**src/rtl/manchester_decode.sv**
```systemverilog
// manchester_decode: recovers one header+data+parity frame from a Manchester line.
// Build option MAN_DEC_RESYNC_EN: realign the sample grid on mid-bit edges.
module manchester_decode #(
  parameter int C_HALF_CLKS  = 3,
  parameter int C_SAMPLE_OFS = 1,
  parameter int C_DATA_W     = 16,
  parameter int C_HDR_HALF   = 3,
  parameter int C_IDLE_MIN   = 3
) (
  input  logic                I_sys_clk,
  input  logic                I_rst_n,
  input  logic                I_dec_en,
  input  logic                I_line,
  output logic [C_DATA_W-1:0] O_data,
  output logic                O_dec_done,
  output logic                O_par_err,
  output logic                O_man_err
);

  localparam int C_LAST = C_HDR_HALF + 2 * C_DATA_W + 1;
  localparam int CW = $clog2(C_HALF_CLKS);
  localparam int HW = $clog2(C_LAST + 1);
  localparam int IW = $clog2(C_IDLE_MIN + 1);

  localparam logic [CW-1:0] C_OFS  = CW'(C_SAMPLE_OFS);
  localparam logic [CW-1:0] C_CMAX = CW'(C_HALF_CLKS - 1);
  localparam logic [CW-1:0] C_ONE  = CW'(1);
  localparam logic [HW-1:0] C_TERM = HW'(C_LAST);
  localparam logic [HW-1:0] C_PARH = HW'(C_LAST - 1);
  localparam logic [HW-1:0] C_HEND = HW'(C_HDR_HALF - 1);
  localparam logic [IW-1:0] C_IMIN = IW'(C_IDLE_MIN);
  localparam logic          C_HODD = 1'(C_HDR_HALF % 2);

  typedef enum logic [1:0] {IDLE, HDR, DATA, DONE} state_t;

  state_t              S_state;
  logic                S_line_s1;
  logic                S_line_s2;
  logic [CW-1:0]       S_cnt_clk;
  logic [HW-1:0]       S_cnt_half;
  logic [IW-1:0]       S_low_cnt;
  logic [C_DATA_W-1:0] S_shift;
  logic                S_first;
  logic                S_par;
  logic                S_pend;
  logic                S_man;

  logic [CW-1:0]       S_clk_nxt;
  logic [HW-1:0]       S_half_nxt;
  logic                S_at_smp;
  logic                S_second;
  logic                S_last;
  logic                S_resync;

  always_comb begin
    S_clk_nxt  = S_cnt_clk + 1'b1;
    S_half_nxt = S_cnt_half;
    if (S_cnt_clk == C_CMAX) begin
      S_clk_nxt  = '0;
      S_half_nxt = S_cnt_half + 1'b1;
    end
  end

  assign S_at_smp = S_cnt_clk == C_OFS;
  assign S_second = S_cnt_half[0] ^ C_HODD;
  assign S_last   = S_cnt_half == C_TERM;

`ifdef MAN_DEC_RESYNC_EN
  logic S_line_s3;
  logic S_edge;

  always_ff @(posedge I_sys_clk or negedge I_rst_n) begin
    if (!I_rst_n) S_line_s3 <= 1'b0;
    else          S_line_s3 <= S_line_s2;
  end

  assign S_edge = S_line_s2 ^ S_line_s3;
  // A late edge after an equal second-half sample is the real mid-bit edge.
  assign S_resync = (S_state == DATA) && S_edge &&
    ((!S_second && (S_cnt_clk > C_OFS)) ||
     (S_second && ((S_cnt_clk <= C_OFS) || S_pend)));
`else
  assign S_resync = 1'b0;
`endif

  always_ff @(posedge I_sys_clk or negedge I_rst_n) begin
    if (!I_rst_n) begin
      S_state    <= IDLE;
      S_line_s1  <= 1'b0;
      S_line_s2  <= 1'b0;
      S_cnt_clk  <= '0;
      S_cnt_half <= '0;
      S_low_cnt  <= '0;
      S_shift    <= '0;
      S_first    <= 1'b0;
      S_par      <= 1'b0;
      S_pend     <= 1'b0;
      S_man      <= 1'b0;
      O_data     <= '0;
      O_dec_done <= 1'b0;
      O_par_err  <= 1'b0;
      O_man_err  <= 1'b0;
    end else begin
      S_line_s1  <= I_line;
      S_line_s2  <= S_line_s1;
      O_dec_done <= 1'b0;
      O_par_err  <= 1'b0;
      O_man_err  <= 1'b0;
      if (!I_dec_en) begin
        S_state    <= IDLE;
        S_cnt_clk  <= '0;
        S_cnt_half <= '0;
        S_low_cnt  <= '0;
        S_pend     <= 1'b0;
        S_man      <= 1'b0;
      end else begin
        unique case (S_state)
          IDLE: begin
            if (!S_line_s2) begin
              if (S_low_cnt != C_IMIN) S_low_cnt <= S_low_cnt + 1'b1;
            end else begin
              S_low_cnt <= '0;
              if (S_low_cnt == C_IMIN) begin
                S_state    <= HDR;
                S_cnt_clk  <= C_ONE;
                S_cnt_half <= '0;
                S_pend     <= 1'b0;
                S_man      <= 1'b0;
              end
            end
          end
          HDR: begin
            S_cnt_clk  <= S_clk_nxt;
            S_cnt_half <= S_half_nxt;
            if (S_at_smp && !S_line_s2) begin
              S_state   <= IDLE;
              S_low_cnt <= '0;
            end else if (S_at_smp && (S_cnt_half == C_HEND)) begin
              S_state <= DATA;
            end
          end
          DATA: begin
            if (S_resync) begin
              S_cnt_clk <= C_ONE;
              if (!S_second) S_cnt_half <= S_cnt_half + 1'b1;
            end else begin
              if (!(S_at_smp && S_last)) begin
                S_cnt_clk  <= S_clk_nxt;
                S_cnt_half <= S_half_nxt;
              end
              if (S_at_smp) begin
                if (!S_second) begin
                  S_first <= S_line_s2;
                  S_man   <= S_man | S_pend;
                  S_pend  <= 1'b0;
                  if (S_cnt_half == C_PARH) S_par <= S_line_s2;
                  else S_shift <= {S_shift[C_DATA_W-2:0], S_line_s2};
                end else if (S_last) begin
                  S_state    <= DONE;
                  O_data     <= S_shift;
                  O_dec_done <= 1'b1;
                  O_par_err  <= ~(^{S_par, S_shift});
                  O_man_err  <= S_man | (S_line_s2 == S_first);
                end else begin
                  S_pend <= S_line_s2 == S_first;
                end
              end
            end
          end
          DONE: begin
            S_state    <= IDLE;
            S_low_cnt  <= '0;
            S_cnt_clk  <= '0;
            S_cnt_half <= '0;
            S_pend     <= 1'b0;
            S_man      <= 1'b0;
          end
        endcase
      end
    end
  end

endmodule

```
**config.mk**
```make
export PLATFORM = sky130hd
export DESIGN_NAME = manchester_decode
export DESIGN_NICKNAME = d
export VERILOG_FILES = /design/src/rtl/manchester_decode.sv
export SDC_FILE = /design/constraint.sdc
export NUM_CORES = 1
export LEC_CHECK = 0
export BUFFER_PORTS_ARGS = -buffer_cell sky130_fd_sc_hd__buf_4
export CAP_MARGIN = 0
export CORE_MARGIN = 8
export CORE_UTILIZATION = 60
export CTS_CLUSTER_DIAMETER = 100
export DETAILED_ROUTE_END_ITERATION = 8
export PLACE_DENSITY = 0.8
export SLEW_MARGIN = 40
export SYNTH_ARGS = -nofsm -noshare
export SYNTH_HDL_FRONTEND = slang
export SYNTH_SLANG_ARGS = --single-unit
```
**constraint.sdc**
```tcl
create_clock -name I_sys_clk -period 5.37 [get_ports I_sys_clk]
set_input_delay 1.3425 -clock I_sys_clk [delete_from_list [all_inputs] [get_ports I_sys_clk]]
set_output_delay 1.3425 -clock I_sys_clk [all_outputs]
set_load 0.05 [all_outputs]
```
==> results_dict.tcl, run 1 <==
set metrics [dict create \
    cts.hold.buffers_added 0 \
    critPathBufInv 2 \
    die_area_mm2 0.00659 \
    synth_top_area_share_pct 52.0 \
    cts_buffers 5 \
    ys_types 45 \
    power_per_cell_area_mw_per_mm2 322 \
    synth_area_leaders "dfrtp_1, mux2_2, xnor2_1" \
    syn_avg_cell_area_um2 12.5 \
    final_area_mm2 0.00285 \
    finalCriticalPeriod_ps 2810 \
    power_leakage_nw 1.40 \
    start_util_pct 62.8 \
    netlist_instances 204 \
    worstPathArrival_ps 3000 \
    dr.pass1.iters 4 \
    cts.sinks 53 \
    rsz0062_at_grt "false" \
    setup_viol 0 \
    maxCapViolations 0 \
    htreeDepth 2 \
    hold_viol_final 0 \
    grt_usage_pct 14.5 \
    ant_nets 0 \
    fillers 290 \
    cts_tree "done" \
    nets 243 \
    grt_max_degree 54 \
    synthArstFlopShare_pct 100 \
    slew_violations 0 \
    power_mw 0.918 \
    worst_slew_pin_slew_ps 756 \
    diodes 0 \
    cpMaxStageDelayCell "nor4_4" \
    antenna_found_initial 0 \
    synth_nets 217 \
    fin_setup_tns_ps 0 \
    cp_cell_sequence "buf_4 -> nand2_1 -> nor4_4 -> buf_4 -> mux2_2" \
    syn2layout_area_growth_pct 11.8 \
    ys_seq_elements 53 \
    clk_pin_slew_ps 90 \
    multi_input_comb_area_mm2 0.00116 \
    fp.coreArea_mm2 0.00406 \
    hp-class "reg -> reg" \
    worst_setup_path_start_kind "input pin" \
    yosys_warnings 0 \
    globalplace.congestion 0.901 \
    die_y_um 81.2 \
    cp_max_fo 11 \
    cts.path.max_buffers 2 \
    drtIter0Drc 129 \
    drc 0 \
    status "finished, final reports clean" \
    grt_pass1_wl_mm 7.68 \
    place.port_buffers 22 \
    setup_slack_ps 2560 \
    synth.largest_area_cell "dfrtp_1" \
    gr-total-overflow 0 \
    row_count 23 \
    slew_headroom_pct 49.6 \
    detailedPlace.worstSlack_ps 2270 \
    fmax_mhz 356 \
    fin_skew_ps 11.6 \
    ff_latch_area_mm2 0.00133 \
    wire_per_inst_um 15.9 \
    synthFlopType "dfrtp_1" \
    drive_gt1_share_pct 33.8 \
    cts_resized 0 \
    crit_type "in -> reg" \
    routed_wl_mm 4.46 \
    ys_seq_area_share_pct 52.0 \
    finalCritPeriodShare_pct 52.3 \
    num_vias 1626 \
    via_per_inst 5.79 \
    vdd_drop_max_uv 197 \
    cts_setup_buffers 0 \
    synth_enable_flop_cells 0 \
    clock_latency_ps 300 \
    synth_area_mm2 0.00255 \
    crit_required_ps 5560 \
    worstSetupEndpointType "flop" \
    dpl-instance-area_mm2 0.00276 \
    io_pins 23 \
    cp_top_family "simple AND/OR/NAND/NOR gates" \
    die_x_um 81.2 \
    critPathMaxStageDelay_ps 670 \
    worst_path_most_repeated_cell "buf_4" \
    hpwl_mm 3.24 \
    root_buffer "clkbuf_8" \
    grt_pass1_vias 1688 \
]
[cell type report]
cell class / count / share of cell area (%)
Inverter: 10 / 1.32
Clock inverter: 3 / 0.746
Timing Repair Buffer: 23 / 6.06
Tap cell: 50 / 2.19
Multi-Input combinational cell: 137 / 40.7
Sequential cell: 53 / 46.5
Clock buffer: 5 / 2.41
[power breakdown]
part / internal, mW / switching (mW)
clock network: 0.0927 / 0.130
logic: 0.0868 / 0.146
registers: 0.426 / 0.0354
total: 0.606 / 0.312
[placed cells by master, fill, tap and decap left out, drive strengths merged, types with 4 or more instances in the layout]
cell type,instances
clkbuf,5
a211oi,4
dfrtp,53
nand2,8
xnor2,14
nand3,4
mux2,35
ha,9
inv,11
nand4,4
a21oi,4
buf,23
o21ai,6
nor2,13
[per-layer routing]
layer | track usage (%) | vias to the layer above | routed length [um]
li1 | - | 779 | -
met1 | 18.7 | 808 | 2030
met2 | 24.0 | 36 | 2180
met3 | 3.86 | 3 | 226
met4 | 3.21 | 0 | 25
met5 | 0 | - | 0
[cell usage after synthesis, types with 3 or more instances]
| master | instances |
|---|---|
| dfrtp_1 | 53 |
| nand2_1 | 8 |
| inv_1 | 10 |
| xnor2_1 | 14 |
| a211oi_1 | 3 |
| nand3_1 | 4 |
| nand4_1 | 4 |
| ha_1 | 9 |
| a31o_2 | 3 |
| o21ai_0 | 5 |
| a21oi_1 | 4 |
| mux2_2 | 35 |
| nor2_1 | 13 |
[stage by stage]
stage	utilization, %	hold slack (ps)	instances
floorplan	-	331	204
global placement	67.8	337	272
detailed placement	68.0	346	273
CTS	70.2	367	281
global route	70.2	370	281
finish	70.2	363	281
[registers in the layout, summed over array words and instances (netlist names), 2 cells and up]
name,cells
S_cnt_clk,2
S_low_cnt,2
O_data,16
S_state,2
S_cnt_half,6
S_shift,16
[cell families (layout without fill, tap and decap cells)]
family | count (synthesis) | count (layout) | share of synthesized area, %
AO/OA/AOI/OAI | 31 | 31 | 9.08
XOR/XNOR | 17 | 17 | 6.38
buffers and inverters | 14 | 41 | 2.45
adder cells (fa/ha/maj) | 9 | 9 | 4.42
flip-flops | 53 | 53 | 52.0
AND/OR/NAND/NOR | 44 | 44 | 9.81
multiplexers | 36 | 36 | 15.8
[final timing paths]
| path | from | slack (ps) | endpoint | depth (start not counted) |
|---|---|---|---|---|
| setup / recovery | I_dec_en | 2560 | O_data[8]$_DFFE_PN0P_ | 5 |
| hold / removal | S_line_s1$_DFF_PN0_ | 360 | S_line_s2$_DFF_PN0_ | 0 |
| setup reg to reg | S_cnt_half[0]$_DFFE_PN0P_ | 2820 | O_data[8]$_DFFE_PN0P_ | 7 |
| hold reg to reg | S_line_s1$_DFF_PN0_ | 360 | S_line_s2$_DFF_PN0_ | 0 |
| max in group asynchronous | I_rst_n | 3890 | S_line_s1$_DFF_PN0_ | 1 |
| min in group asynchronous | I_rst_n | 1040 | S_cnt_clk[1]$_DFFE_PN0P_ | 1 |
Note: power is estimated with default switching activity, not from simulation.
==> inputs of run 2 (changes only) <==
--- a/config.mk
+++ b/config.mk
@@ -8,10 +8,10 @@
 export BUFFER_PORTS_ARGS = -buffer_cell sky130_fd_sc_hd__buf_4
 export CAP_MARGIN = 0
 export CORE_MARGIN = 8
-export CORE_UTILIZATION = 60
+export CORE_UTILIZATION = 58
 export CTS_CLUSTER_DIAMETER = 100
 export DETAILED_ROUTE_END_ITERATION = 8
-export PLACE_DENSITY = 0.8
+export PLACE_DENSITY = 0.78
 export SLEW_MARGIN = 40
 export SYNTH_ARGS = -nofsm -noshare
 export SYNTH_HDL_FRONTEND = slang
==> constraint.sdc (replaced) <==
create_clock -name I_sys_clk -period 2.9 [get_ports I_sys_clk]
set_input_delay 0.725 -clock I_sys_clk [delete_from_list [all_inputs] [get_ports I_sys_clk]]
set_output_delay 0.725 -clock I_sys_clk [all_outputs]
set_load 0.05 [all_outputs]
==> run 2 against run 1 <==
Net effect: die area up 2.8%; sequential power is 85% higher; final cell count is 1.1% higher; critical path depth increased by 2; power is 86% higher; critical endpoint is now S_cnt_half[5]$_DFFE_PN0P_; global-route usage is 0.88 points lower; register-to-register slack worse by 2200 ps; worst hold slack worse by 8.1 ps; routed wire length down 4.8%; final area up 0.53%; via count is 0.43% lower.
==> results_dict.tcl, run 2 (synthesis results as in run 1) <==
set metrics [dict create \
    cts_setup_buffers 0 \
    finalCriticalPeriod_ps 2300 \
    dr.pass1.iters 4 \
    clk_pin_slew_ps 100 \
    grt_usage_pct 13.6 \
    routed_wl_mm 4.24 \
    fp.coreArea_mm2 0.00429 \
    crit_type "reg -> reg" \
    io_pins 23 \
    start_util_pct 59.4 \
    die_area_mm2 0.00677 \
    fillers 337 \
    p_int_mw 1.13 \
    hold_slack_ps 355 \
    fin_setup_tns_ps 0 \
    die_y_um 82.3 \
    setup_viol 0 \
    worst-r2r-setup-slack_ps 600 \
    clkPwrFrac_pct 25.1 \
    pwr-share-seq_pct 50.0 \
    num_vias 1619 \
    vdd_drop_max_uv 407 \
    status "finished, final reports clean" \
    cp_top_family "compound AO/OA/AOI/OAI gates" \
    worst_slew_pin_slew_ps 644 \
    cp_max_fo 10 \
    antenna_found_initial 0 \
    utilization_pct 66.7 \
    maxCapViolations 0 \
    grt_pass1_wl_mm 7.16 \
    syn2layout_area_growth_pct 12.4 \
    power_leakage_nw 1.40 \
    hold_viol_final 0 \
    hp-class "reg -> reg" \
    rsz0062_at_grt "false" \
    slew_headroom_pct 56.0 \
    power_per_cell_area_mw_per_mm2 596 \
    fin_skew_ps 8.70 \
    finalCritPeriodShare_pct 79.5 \
    drtIter0Drc 118 \
    worst_setup_path_start_kind "flop" \
    fmax_mhz 434 \
    p_switching_mw 0.580 \
    htreeDepth 2 \
    ff_latch_area_mm2 0.00133 \
    ant_nets 0 \
    clock_latency_ps 310 \
    gr-total-overflow 0 \
    grt_max_degree 54 \
    cts.sinks 53 \
    place.port_buffers 22 \
    multi_input_comb_area_mm2 0.00116 \
    detailedPlace.worstSlack_ps 622 \
    globalplace.congestion 0.886 \
    hpwl_mm 3.00 \
    root_buffer "clkbuf_8" \
    netSwitchingFraction_pct 34.0 \
    die_x_um 82.3 \
    setup_slack_ps 596 \
    drive_gt1_share_pct 34.1 \
    critPathMaxStageDelay_ps 560 \
    drc 0 \
    worstPathArrival_ps 2500 \
    crit_required_ps 3100 \
    worstSetupEndpointType "flop" \
    wire_per_inst_um 14.9 \
    diodes 0 \
    final_cell_mix "dfrtp_1, mux2_2, buf_4, xnor2_1, nor2_1" \
    cp_cell_sequence "inv_1 -> ha_1 -> nand2_1 -> o41ai_1 -> a211oi_2 -> a211oi_1 -> a31o_2" \
    slew_violations 0 \
    critPathBufInv 1 \
    nets 244 \
    row_count 24 \
    cts.path.max_buffers 2 \
    cts.hold.buffers_added 0 \
    cpMaxStageDelayCell "a211oi_2" \
    cts_resized 0 \
    top_regs "O_data x16, S_shift x16, S_cnt_half x6" \
    final_common_cell "dfrtp_1" \
    cts_tree "done" \
    p_comb_share_pct 24.9 \
    via_per_inst 5.70 \
    cts_buffers 5 \
    grt_pass1_vias 1572 \
]
==> run 2: power by group through the flow <==
stage | sequential [mW] | combinational, mW | clock (mW)
6_report | 0.853 | 0.425 | 0.429
3_5_place_dp | 0.869 | 0.416 | 0
3_3_place_gp | 0.867 | 0.413 | 0
5_1_grt | 0.863 | 0.479 | 0.471
2_1_floorplan | 0.853 | 0.330 | 0
4_1_cts | 0.854 | 0.419 | 0.443
==> run 2: per-layer routing <==
layer	up-vias	global-route usage (%)	part of all wire (%)	wire length (um)
met5	-	0	0	0
met4	0	5.79	1.3	57
met3	6	3.03	5.7	241
met2	41	20.8	45	1900
met1	793	18.3	48	2040
li1	779	-	-	-
==> run 2: path summary, 6_finish.rpt <==
| check | startpoint | to | cells after the start |
|---|---|---|---|
| max | S_state[0]$_DFFE_PN0P_ | S_cnt_half[5]$_DFFE_PN0P_ | 7 |
| min | S_line_s1$_DFF_PN0_ | S_line_s2$_DFF_PN0_ | 0 |
| max reg2reg | S_state[0]$_DFFE_PN0P_ | S_cnt_half[5]$_DFFE_PN0P_ | 7 |
| min reg2reg | S_line_s1$_DFF_PN0_ | S_line_s2$_DFF_PN0_ | 0 |
| max in group asynchronous | I_rst_n | S_line_s2$_DFF_PN0_ | 1 |
| min in group asynchronous | I_rst_n | S_state[1]$_DFFE_PN0P_ | 1 |
==> run 2: final cells by class <==
cell class                 count  share of cell area (%)
sequential                    53                    46.3
multi-input combinational    137                    40.5
timing repair buffer          24                    6.29
clock buffer                   5                    2.40
tap                           52                    2.27
inverter                      10                    1.31
clock inverter                 3                   0.917
==> run 2: worst reg2reg max path, stage by stage, from the launching register on <==
cell and delay, ps:
dfrtp_1 430, inv_1 110, ha_1 390, nand2_1 180, o41ai_1 130, a211oi_2 560, a211oi_1 160, a31o_2 250
==> run 2: metrics by stage <==
stage          cells  total power, mW  cell area (um^2)
2_1_floorplan    204             1.18              2550
3_3_place_gp     276             1.28              2770
3_5_place_dp     276             1.29              2770
4_1_cts          284             1.72              2870
5_1_grt          284             1.81              2870
6_report         284             1.71              2870
